`config.mk`:
```
export PLATFORM = sky130hd
export DESIGN_NAME = booth_final_adder_flat
export DESIGN_NICKNAME = d
export VERILOG_FILES = /design/src/rtl/booth_final_adder_if.sv /design/src/rtl/booth_final_adder.sv /design/src/flat_wrapper.sv
export SDC_FILE = /design/constraint.sdc
export NUM_CORES = 1
export LEC_CHECK = 0
export ABC_AREA = 1
export BUFFER_PORTS_ARGS = -buffer_cell sky130_fd_sc_hd__buf_2
export CAP_MARGIN = 20
export CORE_ASPECT_RATIO = 2
export CORE_MARGIN = 2
export CORE_UTILIZATION = 54
export DETAILED_ROUTE_END_ITERATION = 6
export PLACE_DENSITY = 0.85
export SETUP_SLACK_MARGIN = 0.02
export SYNTH_ARGS = -nofsm -noshare
export SYNTH_HDL_FRONTEND = slang
export SYNTH_SLANG_ARGS = --single-unit
```
`constraint.sdc`:
```
create_clock -name clk -period 2.6 [get_ports clk]
set_input_delay 0 -clock clk [delete_from_list [all_inputs] [get_ports clk]]
set_output_delay 0 -clock clk [all_outputs]
set_load 0.005 [all_outputs]
```
`src/rtl/booth_final_adder_if.sv`:
```
`default_nettype none
// ---- booth_final_adder_if : producer/consumer bundle for the final adder  (rev 1.0) ----
interface booth_final_adder_if #(
  parameter int WIDTH = 16
);
  logic             in_valid;
  logic             in_ready;
  logic [WIDTH-1:0] sum_in;
  logic [WIDTH-1:0] carry_in;
  logic             out_valid;
  logic             out_ready;
  logic [WIDTH-1:0] result;
  logic             cout;
  logic [15:0]      done_count;

  modport master (
    output in_valid, sum_in, carry_in, out_ready,
    input  in_ready, out_valid, result, cout, done_count
  );

  modport slave (
    input  in_valid, sum_in, carry_in, out_ready,
    output in_ready, out_valid, result, cout, done_count
  );
endinterface
`default_nettype wire

```
`src/rtl/booth_final_adder.sv`:
```
`default_nettype none
// ---- booth_final_adder : 2-stage pipelined CPA resolving sum/carry vectors, valid/ready  (rev 1.0) ----
module booth_final_adder #(
  parameter int WIDTH = 16
) (
  input  wire logic          clk,
  input  wire logic          rst,
  booth_final_adder_if.slave bus
);
  localparam int LO_W = WIDTH / 2;
  localparam int HI_W = WIDTH - LO_W;

  if ((WIDTH < 4) || ((WIDTH % 2) != 0)) begin : g_width_check
    $error("booth_final_adder: WIDTH must be even and >= 4");
  end

  logic [LO_W:0]      s1_lo;
  logic [HI_W-1:0]    s1_hi_sum;
  logic [HI_W-1:0]    s1_hi_carry;
  logic               s1_valid;

  logic [WIDTH-1:0]   s2_result;
  logic               s2_cout;
  logic               s2_valid;
  logic [15:0]        done_count;

  logic               s2_adv;
  logic               s1_adv;
  logic               in_xfer;
  logic               out_xfer;
  logic [LO_W:0]      lo_sum;
  logic [HI_W:0]      hi_sum;

  // Ready looks only at pipeline state and out_ready, never at in_valid.
  assign s2_adv   = !s2_valid || bus.out_ready;
  assign s1_adv   = !s1_valid || s2_adv;
  assign in_xfer  = bus.in_valid && s1_adv;
  assign out_xfer = s2_valid && bus.out_ready;

  assign lo_sum = {1'b0, bus.sum_in[LO_W-1:0]} + {1'b0, bus.carry_in[LO_W-1:0]};
  assign hi_sum = {1'b0, s1_hi_sum} + {1'b0, s1_hi_carry} + {{HI_W{1'b0}}, s1_lo[LO_W]};

  always_ff @(posedge clk or posedge rst) begin
    if (rst) begin
      s1_valid    <= 1'b0;
      s1_lo       <= '0;
      s1_hi_sum   <= '0;
      s1_hi_carry <= '0;
    end else if (s1_adv) begin
      s1_valid <= in_xfer;
      if (in_xfer) begin
        s1_lo       <= lo_sum;
        s1_hi_sum   <= bus.sum_in[WIDTH-1:LO_W];
        s1_hi_carry <= bus.carry_in[WIDTH-1:LO_W];
      end
    end
  end

  always_ff @(posedge clk or posedge rst) begin
    if (rst) begin
      s2_valid  <= 1'b0;
      s2_result <= '0;
      s2_cout   <= 1'b0;
    end else if (s2_adv) begin
      s2_valid <= s1_valid;
      if (s1_valid) begin
        s2_result <= {hi_sum[HI_W-1:0], s1_lo[LO_W-1:0]};
        s2_cout   <= hi_sum[HI_W];
      end
    end
  end

  always_ff @(posedge clk or posedge rst) begin
    if (rst) begin
      done_count <= 16'd0;
    end else if (out_xfer) begin
      done_count <= done_count + 16'd1;
    end
  end

  assign bus.in_ready   = s1_adv;
  assign bus.out_valid  = s2_valid;
  assign bus.result     = s2_result;
  assign bus.cout       = s2_cout;
  assign bus.done_count = done_count;
endmodule
`default_nettype wire

```
`src/flat_wrapper.sv`:
```
// flat-port wrapper written by rule: the top's interface ports become plain ports
module booth_final_adder_flat 
#(
  parameter int WIDTH = 16
)
  (clk, rst, bus_in_valid, bus_sum_in, bus_carry_in, bus_out_ready, bus_in_ready, bus_out_valid, bus_result, bus_cout, bus_done_count);
  booth_final_adder_if #(.WIDTH(WIDTH)) bus_i ();
  input  wire logic clk;
  input  wire logic rst;
  input wire logic [$bits(bus_i.in_valid)-1:0] bus_in_valid;
  input wire logic [$bits(bus_i.sum_in)-1:0] bus_sum_in;
  input wire logic [$bits(bus_i.carry_in)-1:0] bus_carry_in;
  input wire logic [$bits(bus_i.out_ready)-1:0] bus_out_ready;
  output wire logic [$bits(bus_i.in_ready)-1:0] bus_in_ready;
  output wire logic [$bits(bus_i.out_valid)-1:0] bus_out_valid;
  output wire logic [$bits(bus_i.result)-1:0] bus_result;
  output wire logic [$bits(bus_i.cout)-1:0] bus_cout;
  output wire logic [$bits(bus_i.done_count)-1:0] bus_done_count;
  assign bus_i.in_valid = bus_in_valid;
  assign bus_i.sum_in = bus_sum_in;
  assign bus_i.carry_in = bus_carry_in;
  assign bus_i.out_ready = bus_out_ready;
  assign bus_in_ready = bus_i.in_ready;
  assign bus_out_valid = bus_i.out_valid;
  assign bus_result = bus_i.result;
  assign bus_cout = bus_i.cout;
  assign bus_done_count = bus_i.done_count;
  booth_final_adder #(.WIDTH(WIDTH)) u_core (.clk(clk), .rst(rst), .bus(bus_i));
endmodule
```
==> results of run 1 <==
==> cell type report <==
| cell class | count | area, sq um | area share |
|---|---|---|---|
| clock buffer | 12 | 267 | 0.0655 |
| clock inverter | 4 | 70.1 | 0.0172 |
| inverter | 44 | 165 | 0.0406 |
| multi-input combinational | 281 | 1430 | 0.352 |
| sequential | 60 | 1500 | 0.369 |
| tap | 61 | 76.3 | 0.0188 |
| timing repair buffer | 91 | 556 | 0.137 |
==> metal layers <==
metal  wire length [um]  share of wire  up-vias  track usage
met5                  0              0        -            0
met4                221          0.033        0        0.141
met3                293          0.044       17       0.0523
met2               3580           0.54       82        0.390
met1               2570           0.39     1297        0.235
li1                   -              -     1407            -
==> critical path, stage by stage, from the launching register on <==
cell,delay [ns]
dfrtp_1,0.40
fa_1,0.47
fa_1,0.42
nand3_1,0.09
nand2_1,0.08
nand2_1,0.10
nor2_1,0.05
o21ai_0,0.15
nand2_1,0.07
==> how the worst max path moves through the flow <==
| stage | start | endpoint | slack [ns] | cells after the start |
|---|---|---|---|---|
| final | u_core.s1_hi_carry[0]$_DFFE_PP0P_ | u_core.bus.cout$_DFFE_PP0P_ | 0.66 | 8 |
| after global routing | u_core.s1_hi_carry[0]$_DFFE_PP0P_ | u_core.bus.cout$_DFFE_PP0P_ | 0.49 | 8 |
| after CTS | u_core.s1_hi_carry[0]$_DFFE_PP0P_ | u_core.bus.cout$_DFFE_PP0P_ | 0.65 | 8 |
| after detailed placement | u_core.s1_hi_carry[0]$_DFFE_PP0P_ | u_core.bus.cout$_DFFE_PP0P_ | 0.66 | 8 |
| after global placement | u_core.s1_hi_carry[0]$_DFFE_PP0P_ | u_core.bus.cout$_DFFE_PP0P_ | 0.73 | 8 |
| after floorplan | u_core.s1_hi_carry[0]$_DFFE_PP0P_ | u_core.bus.cout$_DFFE_PP0P_ | 0.80 | 8 |
==> stage by stage <==
step                      instances  power [mW]  hold slack, ns   util
after floorplan                 392        1.84           0.110      -
after global placement          518        2.12         -0.0902  0.626
after detailed placement        518        2.16         -0.0886  0.626
after CTS                       553        3.51         0.00854  0.719
after global routing            553        3.70          0.0629  0.719
final                           553        3.48          0.0821  0.719
==> cell families (layout without fill, tap and decap cells) <==
kind of cell,Yosys count,count (layout),share of synthesized area
DFF,60,60,0.478
AOI/OAI and AO/OA,25,25,0.0418
adders and majority gates,19,19,0.0829
xor gates and xnor gates,13,13,0.0363
and+or+nand+nor,224,224,0.295
buffers and inverters,51,151,0.0654
==> cell usage after synthesis, drive strengths merged (3+ instances only) <==
| cell type | n |
|---|---|
| nand2 | 166 |
| dfrtp | 60 |
| nor2 | 21 |
| xnor2 | 3 |
| nand3b | 3 |
| o21ai | 15 |
| nand3 | 28 |
| a21oi | 7 |
| buf | 7 |
| inv | 44 |
| fa | 3 |
| ha | 16 |
| xor2 | 10 |
==> power by group through the flow <==
stage | Clock [mW] | Sequential [mW] | Combinational [mW]
6_report | 1.31 | 1.33 | 0.840
5_1_grt | 1.38 | 1.36 | 0.969
4_1_cts | 1.33 | 1.33 | 0.848
3_5_place_dp | 0 | 1.34 | 0.815
3_3_place_gp | 0 | 1.33 | 0.789
2_1_floorplan | 0 | 1.33 | 0.505
==> sequential cells by signal, summed over array words and instances (netlist names) <==
| name | count |
|---|---|
| u_core.bus.out_valid | 1 |
| u_core.s1_hi_sum | 8 |
| u_core.bus.cout | 1 |
| u_core.bus.result | 16 |
| u_core.s1_hi_carry | 8 |
| u_core.s1_lo | 9 |
| u_core.bus.done_count | 16 |
| u_core.s1_valid | 1 |
==> timing repair <==
action                    CTS  global route
hold buffers               19             0
resized for setup           0             0
hold endpoints to repair   26             0
==> out/metrics.yaml, run 1 <==
global_routing:
  overflow: 0
  track_usage: 0.225
  grt_pass1_vias: 2668
  grt_pass1_wl_um: 11100
  antenna_found_initial: 0
  grt_max_degree: 53
synthesis:
  synth_edf_count: 0
  ys_types: 25
  syn_area_sq_um: 3140
  yosysSeqAreaShare: 0.478
  ys_top_cells_by_area: "dfrtp_1 (48%), nand2_1 (20%), ha_1 (6.4%)"
  synth_top_area_frac: 0.478
  synth-main-ff-cell: "dfrtp_1"
  synth-seq-cells: 60
  synthArstFlopShare: 1.00
  synth_top_cell_by_area: "dfrtp_1"
  syn-num-nets: 447
  synthCells: 392
  yosysWarnings: 0
  postSynthAreaPerCell_sq_um: 8.01
power:
  ir_drop_mv: 0.732
  p_comb_frac: 0.241
  p_int_mw: 2.45
  pwr-share-clk: 0.376
  powerDensity_nw_per_um2: 856
  p_leak_nw: 2.32
  netSwitchingPower_mw: 1.03
  p_sw_frac: 0.296
  seq_power_share: 0.383
route:
  dr.pass1.iters: 4
  routedWlPerCell_um: 12.1
  detail-route-antenna-nets: 0
  finalWirelength_um: 6670
  dr.first_iter.drc_count: 179
  via_per_inst: 5.07
  drc: 0
  num_vias: 2803
clocking:
  cts_root_buf: "clkbuf_16"
  cts_buffers: 9
  cts_setup_buffers: 0
  insertion_delay_ns: 0.33
  cts_tree: "done"
  cts.clk_slew.worst_paths_ns: 0.05
  cts_htree_levels: 3
  cts_sinks: 60
  cts_buffer_depth: 2
sta:
  hold_violations: 0
  finalCriticalPeriod_ns: 1.94
  setup_ws_ns: 0.659
  rsz0062_at_grt: "no"
  finalSetupTns_ns: 0
  clock.fmax_ghz: 0.515
  finClkSkew_ns: 0.00752
  worstMarginPinSlew_ns: 0.637
  maxSlewHeadroom: 0.575
  finalSetupViolCount: 0
  post-route-period-util: 0.747
  final_max_slew_viol_count: 0
placed_design:
  globalplace.congestion: 0.814
  port_buffers: 70
  dpl-instance-area_sq_um: 3540
  dp_slack_ns: 0.663
  dpl.hpwl_um: 4720
finish:
  n_antenna_cell: 0
  most-common-layout-cells: "nand2_1 (164), buf_2 (70), dfrtp_1 (60)"
  nets: 542
  layout_commonest_cell: "nand2_1"
  fin_area_sq_um: 4070
  layout-drive-gt1-share: 0.199
  num-fill-cells: 423
  syn_to_final_growth_pct: 29.6
floorplan:
  ioPinCount: 71
  die_w_um: 57.9
  fp.coreArea_sq_um: 5660
  die_area_sq_um: 6480
  rows: 39
  dieHeight_um: 112
  initial_core_util: 0.555
critical_path:
  worstPathMaxFanout: 3
  r2r_start: "u_core.s1_hi_carry[0]$_DFFE_PP0P_"
  critPathArrivalTime_ns: 2.16
  critPathKind: "reg -> reg"
  r2r_slack_ns: 0.66
  reg2reg_to: "u_core.bus.cout$_DFFE_PP0P_"
  cp_data_required_time_ns: 2.81
  endpoint_kind: "flop"
  rr_worst_depth: 8
  critPathLaunchType: "flop"
hold_path:
  holdPathStages: 4
  worst_hold_startpoint: "bus_sum_in[1]"
  worstHoldPathType: "in -> reg"
  min_to: "u_core.s1_lo[1]$_DFFE_PP0P_"
outcome:
  status: "finished, final reports clean"
flow_run:
  drv_cap: 0
Power figures use the tool's default switching activity.
==> run 2, diff against run 1 <==
- CORE_UTILIZATION: 54 -> 49
- PLACE_DENSITY: 0.85 -> 0.81
- clock period: 2.6 -> 1.7 ns (I/O delays scaled with it)
==> run 2 against run 1 <==
The flow now finishes with violations (setup timing). Sequential share of layout area shrank 0.59 points. Clock-buffer cell count grew 2. Combinational power grew 62%. Largest cell class unchanged. Maximum frequency grew 13%.
==> out/metrics.yaml, run 2 (synthesis gave the netlist of run 1 again) <==
outcome:
  status: "finished, violations left"  # was finished, final reports clean
  violations: "setup timing"
clocking:
  cts_buffers: 9  # unchanged
  cts_tree: "done"  # unchanged
  cts.clk_slew.worst_paths_ns: 0.05  # about the same
  insertion_delay_ns: 0.32  # was 0.33 ns
  cts_root_buf: "clkbuf_16"  # unchanged
  cts_sinks: 60  # unchanged
  cts_htree_levels: 3  # unchanged
  cts_buffer_depth: 2  # unchanged
power:
  pwr-share-clk: 0.332  # was 0.376
  p_leak_nw: 2.33  # was 2.32 nW
  netSwitchingPower_mw: 1.53  # was 1.03 mW
  p_comb_frac: 0.268  # was 0.241
  power_mw: 5.06  # was 3.48 mW
  seq_power_share: 0.400  # was 0.383
  p_int_mw: 3.54  # was 2.45 mW
  ir_drop_mv: 0.864  # was 0.732 mV
  p_sw_frac: 0.302  # was 0.296
  powerDensity_nw_per_um2: 1230  # was 856 nW/um^2
sta:
  finClkSkew_ns: 0.00475  # was 0.00752 ns
  worstMarginPinSlew_ns: 0.430  # was 0.637 ns
  maxSlewHeadroom: 0.713  # was 0.575
  finalCriticalPeriod_ns: 1.71  # was 1.94 ns
  finalSetupViolCount: 2  # was 0
  post-route-period-util: 1.01  # was 0.747
  setup_ws_ns: -0.0125  # was 0.659 ns
  rsz0062_at_grt: "yes"  # was no
  final_max_slew_viol_count: 0  # unchanged
  clock.fmax_ghz: 0.584  # was 0.515 GHz
  finalSetupTns_ns: -0.0197  # was 0 ns
  hold_violations: 0  # unchanged
hold_path:
  worstHoldPathType: "in -> reg"  # unchanged
  min_to: "u_core.s1_lo[0]$_DFFE_PP0P_"  # was u_core.s1_lo[1]$_DFFE_PP0P_
  worst_hold_startpoint: "bus_carry_in[0]"  # was bus_sum_in[1]
  holdPathStages: 4  # unchanged
global_routing:
  grt_max_degree: 61  # was 53
  overflow: 0  # unchanged
  antenna_found_initial: 0  # unchanged
  track_usage: 0.203  # was 0.225
  grt_pass1_vias: 2668  # unchanged
  grt_pass1_wl_um: 10900  # was 11100 um
finish:
  syn_to_final_growth_pct: 31.7  # was 29.6%
  layout-drive-gt1-share: 0.219  # was 0.199
  fin_area_sq_um: 4130  # was 4070 sq um
  finalNonFillerCells: 583  # was 553
  layout_commonest_cell: "nand2_1"  # unchanged
  n_antenna_cell: 0  # unchanged
  most-common-layout-cells: "nand2_1 (162), buf_2 (70), dfrtp_1 (60)"  # was nand2_1 (164), buf_2 (70), dfrtp_1 (60)
  final_core_util: 0.661  # was 0.719
  nets: 548  # was 542
floorplan:
  ioPinCount: 71  # unchanged
  fp.coreArea_sq_um: 6260  # was 5660 sq um
  die_area_sq_um: 7100  # was 6480 sq um
  rows: 41  # was 39
  dieHeight_um: 117  # was 112 um
  die_w_um: 60.6  # was 57.9 um
  initial_core_util: 0.502  # was 0.555
critical_path:
  critical_path.slowest_cell: "fa_2"  # was fa_1
  critPathLaunchType: "flop"  # unchanged
  cp_slowest_stage_delay_ns: 0.41  # was 0.47 ns
  critPathKind: "reg -> reg"  # unchanged
  cp_data_required_time_ns: 1.91  # was 2.81 ns
  worstPathCellList: "fa_2, fa_2, nand3_2, nand2_2, nand2_2, nor2_1, o21ai_1, nand2_1"  # was fa_1, fa_1, nand3_1, nand2_1, nand2_1, nor2_1, o21ai_0, nand2_1
  worstPathMaxFanout: 3  # unchanged
  critPathArrivalTime_ns: 1.92  # was 2.16 ns
  rr_worst_depth: 8  # unchanged
  endpoint_kind: "flop"  # unchanged
  r2r_slack_ns: -0.01  # was 0.66 ns
  reg2reg_to: "u_core.bus.cout$_DFFE_PP0P_"  # unchanged
  r2r_start: "u_core.s1_lo[8]$_DFFE_PP0P_"  # was u_core.s1_hi_carry[0]$_DFFE_PP0P_
route:
  finalWirelength_um: 6350  # was 6670 um
  detail-route-antenna-nets: 0  # unchanged
  drc: 0  # unchanged
  routedWlPerCell_um: 10.9  # was 12.1 um
  dr.pass1.iters: 4  # unchanged
  dr.first_iter.drc_count: 83  # was 179
  via_per_inst: 4.71  # was 5.07
  num_vias: 2746  # was 2803
flow_run:
  drv_cap: 0  # unchanged
placed_design:
  dp.cells: 546  # was 518
  dpl-instance-area_sq_um: 3620  # was 3540 sq um
  globalplace.congestion: 0.811  # was 0.814
  dpl.hpwl_um: 4790  # was 4720 um
  port_buffers: 70  # unchanged
==> run 2: final cells by class <==
| type | instances | area [sq um] |
|---|---|---|
| Timing Repair Buffer | 97 | 613 |
| Inverter | 44 | 165 |
| Fill cell | 539 | 2120 |
| Clock inverter | 1 | 5.00 |
| Multi-Input combinational cell | 281 | 1460 |
| Clock buffer | 14 | 284 |
| Tap cell | 86 | 108 |
| Sequential cell | 60 | 1500 |
==> run 2: metrics by stage <==
stage / setup WS (ns) / hold WS (ns)
floorplan: 0.0258 / 0.110
global placement: -0.00954 / 0.0790
detailed placement: -0.0543 / 0.0830
CTS: -0.0105 / 0.0116
global route: -0.0828 / 0.0967
finish: -0.0125 / 0.0280
==> run 2: how the worst max path moves through the flow <==
stage | startpoint | to | slack (ns) | cells past startpoint
after detailed placement | u_core.s1_lo[8]$_DFFE_PP0P_ | u_core.bus.cout$_DFFE_PP0P_ | -0.05 | 8
after CTS | u_core.s1_hi_carry[0]$_DFFE_PP0P_ | u_core.bus.cout$_DFFE_PP0P_ | -0.01 | 8
after global routing | u_core.s1_lo[8]$_DFFE_PP0P_ | u_core.bus.cout$_DFFE_PP0P_ | -0.08 | 8
final | u_core.s1_lo[8]$_DFFE_PP0P_ | u_core.bus.cout$_DFFE_PP0P_ | -0.01 | 8
after floorplan | u_core.s1_lo[8]$_DFFE_PP0P_ | u_core.bus.cout$_DFFE_PP0P_ | 0.03 | 8
after global placement | u_core.s1_lo[8]$_DFFE_PP0P_ | u_core.bus.cout$_DFFE_PP0P_ | -0.01 | 8
==> run 2: timing repair <==
| item | 4_1_cts | 5_1_grt |
|---|---|---|
| setup endpoints to repair | 3 | 5 |
| endpoints found under the hold margin | 78 | 0 |
| pin swaps | 5 | 2 |
| buffers inserted | 1 | 2 |
| hold buffers | 19 | 0 |
| gates resized for setup | 0 | 4 |
==> run 2: power by group through the flow <==
stage | Sequential [mW] | Clock (mW) | Combinational [mW]
CTS | 2.03 | 1.72 | 1.35
finish | 2.02 | 1.68 | 1.36
global placement | 2.04 | 0 | 1.25
detailed placement | 2.05 | 0 | 1.30
global route | 2.07 | 1.77 | 1.57
floorplan | 2.04 | 0 | 0.788
==> run 2: critical path, delay by kind of cell, from the launching register on <==
kind	cells	cell delay (ns)
fa+ha+maj	2	0.77
simple gates	5	0.33
flops	1	0.40
compound gates	1	0.12
==> run 2: per-layer routing <==
metal	GRT usage	share of wire	up-vias
li1	-	-	1420
met1	0.210	0.38	1253
met2	0.376	0.55	61
met3	0.0473	0.044	12
met4	0.0826	0.024	0
met5	0	0	-
==> run 3, diff against run 2 <==
- CORE_MARGIN: 2 -> 5
==> run 3 against run 2 <==
The flow now finishes without violations. Clock-buffer cell count increased by 2. Sequential power is essentially flat. Clock power is 4% higher. Critical endpoint is now u_core.bus.result[14]$_DFFE_PP0P_.
==> out/metrics.yaml, run 3 (synthesis gave the netlist of run 1 again) <==
finish:
  layout_commonest_cell: "nand2_1"  # unchanged
  nets: 544  # was 548
  layout-drive-gt1-share: 0.215  # was 0.219
  most-common-layout-cells: "nand2_1 (162), buf_2 (70), dfrtp_1 (60)"  # unchanged
  n_antenna_cell: 0  # unchanged
  syn_to_final_growth_pct: 31.4  # was 31.7%
  num-fill-cells: 547  # was 539
  fin_area_sq_um: 4120  # was 4130 sq um
placed_design:
  dpl.hpwl_um: 5170  # was 4790 um
  dpl-instance-area_sq_um: 3620  # unchanged
  port_buffers: 70  # unchanged
  globalplace.congestion: 0.926  # was 0.811
critical_path:
  critical_path.slowest_cell: "fa_2"  # unchanged
  endpoint_kind: "flop"  # unchanged
  r2r_slack_ns: 0.006  # was -0.01 ns
  critPathArrivalTime_ns: 1.91  # was 1.92 ns
  worstPathMaxFanout: 3  # unchanged
  critical_path.top_delay_family: "adder cells"  # unchanged
  reg2reg_to: "u_core.bus.result[14]$_DFFE_PP0P_"  # was u_core.bus.cout$_DFFE_PP0P_
  critPathLaunchType: "flop"  # unchanged
  crit_buf_inv: 0  # unchanged
  rr_worst_depth: 8  # unchanged
  cp_slowest_stage_delay_ns: 0.41  # about the same
  worstPathCellList: "fa_2, fa_2, nand3_2, nand2_2, nand2_2, nand3_1, nand3_1, nand2_1"  # was fa_2, fa_2, nand3_2, nand2_2, nand2_2, nor2_1, o21ai_1, nand2_1
  r2r_start: "u_core.s1_hi_carry[0]$_DFFE_PP0P_"  # was u_core.s1_lo[8]$_DFFE_PP0P_
  critPathKind: "reg -> reg"  # unchanged
  cp_data_required_time_ns: 1.91  # about the same
route:
  dr.first_iter.drc_count: 108  # was 83
  finalWirelength_um: 6870  # was 6350 um
  detail-route-antenna-nets: 0  # unchanged
  dr.pass1.iters: 5  # was 4
  num_vias: 2756  # was 2746
  routedWlPerCell_um: 11.8  # was 10.9 um
  via_per_inst: 4.75  # was 4.71
  drc: 0  # unchanged
hold_path:
  min_to: "u_core.s1_lo[0]$_DFFE_PP0P_"  # unchanged
  holdPathStages: 4  # unchanged
  worstHoldPathType: "in -> reg"  # unchanged
  worst_hold_startpoint: "bus_sum_in[0]"  # was bus_carry_in[0]
clocking:
  cts_buffer_depth: 2  # unchanged
  cts_buffers: 9  # unchanged
  insertion_delay_ns: 0.32  # about the same
  cts_sinks: 60  # unchanged
  cts_htree_levels: 3  # unchanged
  cts.clk_slew.worst_paths_ns: 0.05  # about the same
  cts_setup_buffers: 0  # was 1
  cts_tree: "done"  # unchanged
  cts_root_buf: "clkbuf_16"  # unchanged
sta:
  finalSetupViolCount: 0  # was 2
  final_max_slew_viol_count: 0  # unchanged
  whs_ns: 0.0124  # was 0.0280 ns
  hold_violations: 0  # unchanged
  clock.fmax_ghz: 0.590  # was 0.584 GHz
  maxSlewHeadroom: 0.621  # was 0.713
  rsz0062_at_grt: "yes"  # unchanged
  worstMarginPinSlew_ns: 0.568  # was 0.430 ns
  finClkSkew_ns: 0.00412  # was 0.00475 ns
  post-route-period-util: 0.996  # was 1.01
  finalCriticalPeriod_ns: 1.69  # was 1.71 ns
floorplan:
  die_area_sq_um: 8200  # was 7100 sq um
  ioPinCount: 71  # unchanged
  initial_core_util: 0.502  # unchanged
  die_w_um: 66.6  # was 60.6 um
  dieHeight_um: 123  # was 117 um
  rows: 41  # unchanged
  fp.coreArea_sq_um: 6260  # unchanged
power:
  ir_drop_mv: 0.629  # was 0.864 mV
  powerDensity_nw_per_um2: 1250  # was 1230 nW/um^2
  power_mw: 5.14  # was 5.06 mW
  p_leak_nw: 2.32  # was 2.33 nW
flow_run:
  drv_cap: 0  # unchanged
global_routing:
  grt_pass1_vias: 2780  # was 2668
  grt_max_degree: 34  # was 61
  grt_pass1_wl_um: 11500  # was 10900 um
  antenna_found_initial: 0  # unchanged
  track_usage: 0.187  # was 0.203
  overflow: 0  # unchanged
outcome:
  status: "finished, final reports clean"  # was finished, violations left
run 3: through the flow:
| step | std cells | utilization | worst slack [ns] | setup TNS (ns) |
|---|---|---|---|---|
| final | 580 | 0.659 | 0.00637 | 0 |
| after global routing | 580 | 0.659 | -0.142 | -0.262 |
| after global placement | 546 | 0.579 | -0.00998 | -0.0180 |
| after floorplan | 392 | - | 0.0258 | 0 |
| after CTS | 580 | 0.656 | 0.00615 | 0 |
| after detailed placement | 546 | 0.579 | -0.0324 | -0.0586 |
run 3: worst max path at each step:
stage | startpoint | end | slack (ns) | depth (start not counted)
final | u_core.s1_hi_carry[0]$_DFFE_PP0P_ | u_core.bus.result[14]$_DFFE_PP0P_ | 0.006 | 8
after global routing | u_core.s1_hi_carry[0]$_DFFE_PP0P_ | u_core.bus.cout$_DFFE_PP0P_ | -0.14 | 8
after CTS | u_core.s1_hi_carry[0]$_DFFE_PP0P_ | u_core.bus.cout$_DFFE_PP0P_ | 0.006 | 8
after detailed placement | u_core.s1_lo[8]$_DFFE_PP0P_ | u_core.bus.cout$_DFFE_PP0P_ | -0.03 | 8
after global placement | u_core.s1_lo[8]$_DFFE_PP0P_ | u_core.bus.cout$_DFFE_PP0P_ | -0.01 | 8
after floorplan | u_core.s1_lo[8]$_DFFE_PP0P_ | u_core.bus.cout$_DFFE_PP0P_ | 0.03 | 8
run 3: tightest hold or removal path, stage by stage:
cell     delay [ns]
buf_2          0.08
ha_1           0.11
nand2_1        0.04
o21ai_0        0.06
run 3: area by class of cell:
cell class,count,area [sq um],share of cell area
Multi-Input combinational cell,281,1470,0.356
Inverter,44,165,0.0400
Sequential cell,60,1500,0.364
Tap cell,86,108,0.0261
Clock buffer,16,302,0.0731
Timing Repair Buffer,93,581,0.141
run 3: where the power goes:
| group | leakage (nW) | internal, mW | switching [mW] |
|---|---|---|---|
| clock | 0.149 | 1.18 | 0.561 |
| sequential | 0.746 | 1.78 | 0.265 |
| combinational | 1.42 | 0.617 | 0.730 |
| total | 2.32 | 3.58 | 1.56 |
run 3: what timing repair did:
item / 4_1_cts / 5_1_grt
endpoints found under the hold margin: 44 / 0
endpoints found under the setup margin: 3 / 4
hold buffers: 18 / 0
resized for setup: 0 / 4
pin swaps: 4 / 3
run 3: layer usage:
metal | track usage | wire (um) | vias up
met5 | 0 | 0 | -
met4 | 0.104 | 195 | 0
met3 | 0.0555 | 325 | 13
met2 | 0.343 | 3850 | 63
met1 | 0.178 | 2500 | 1265
li1 | - | - | 1415
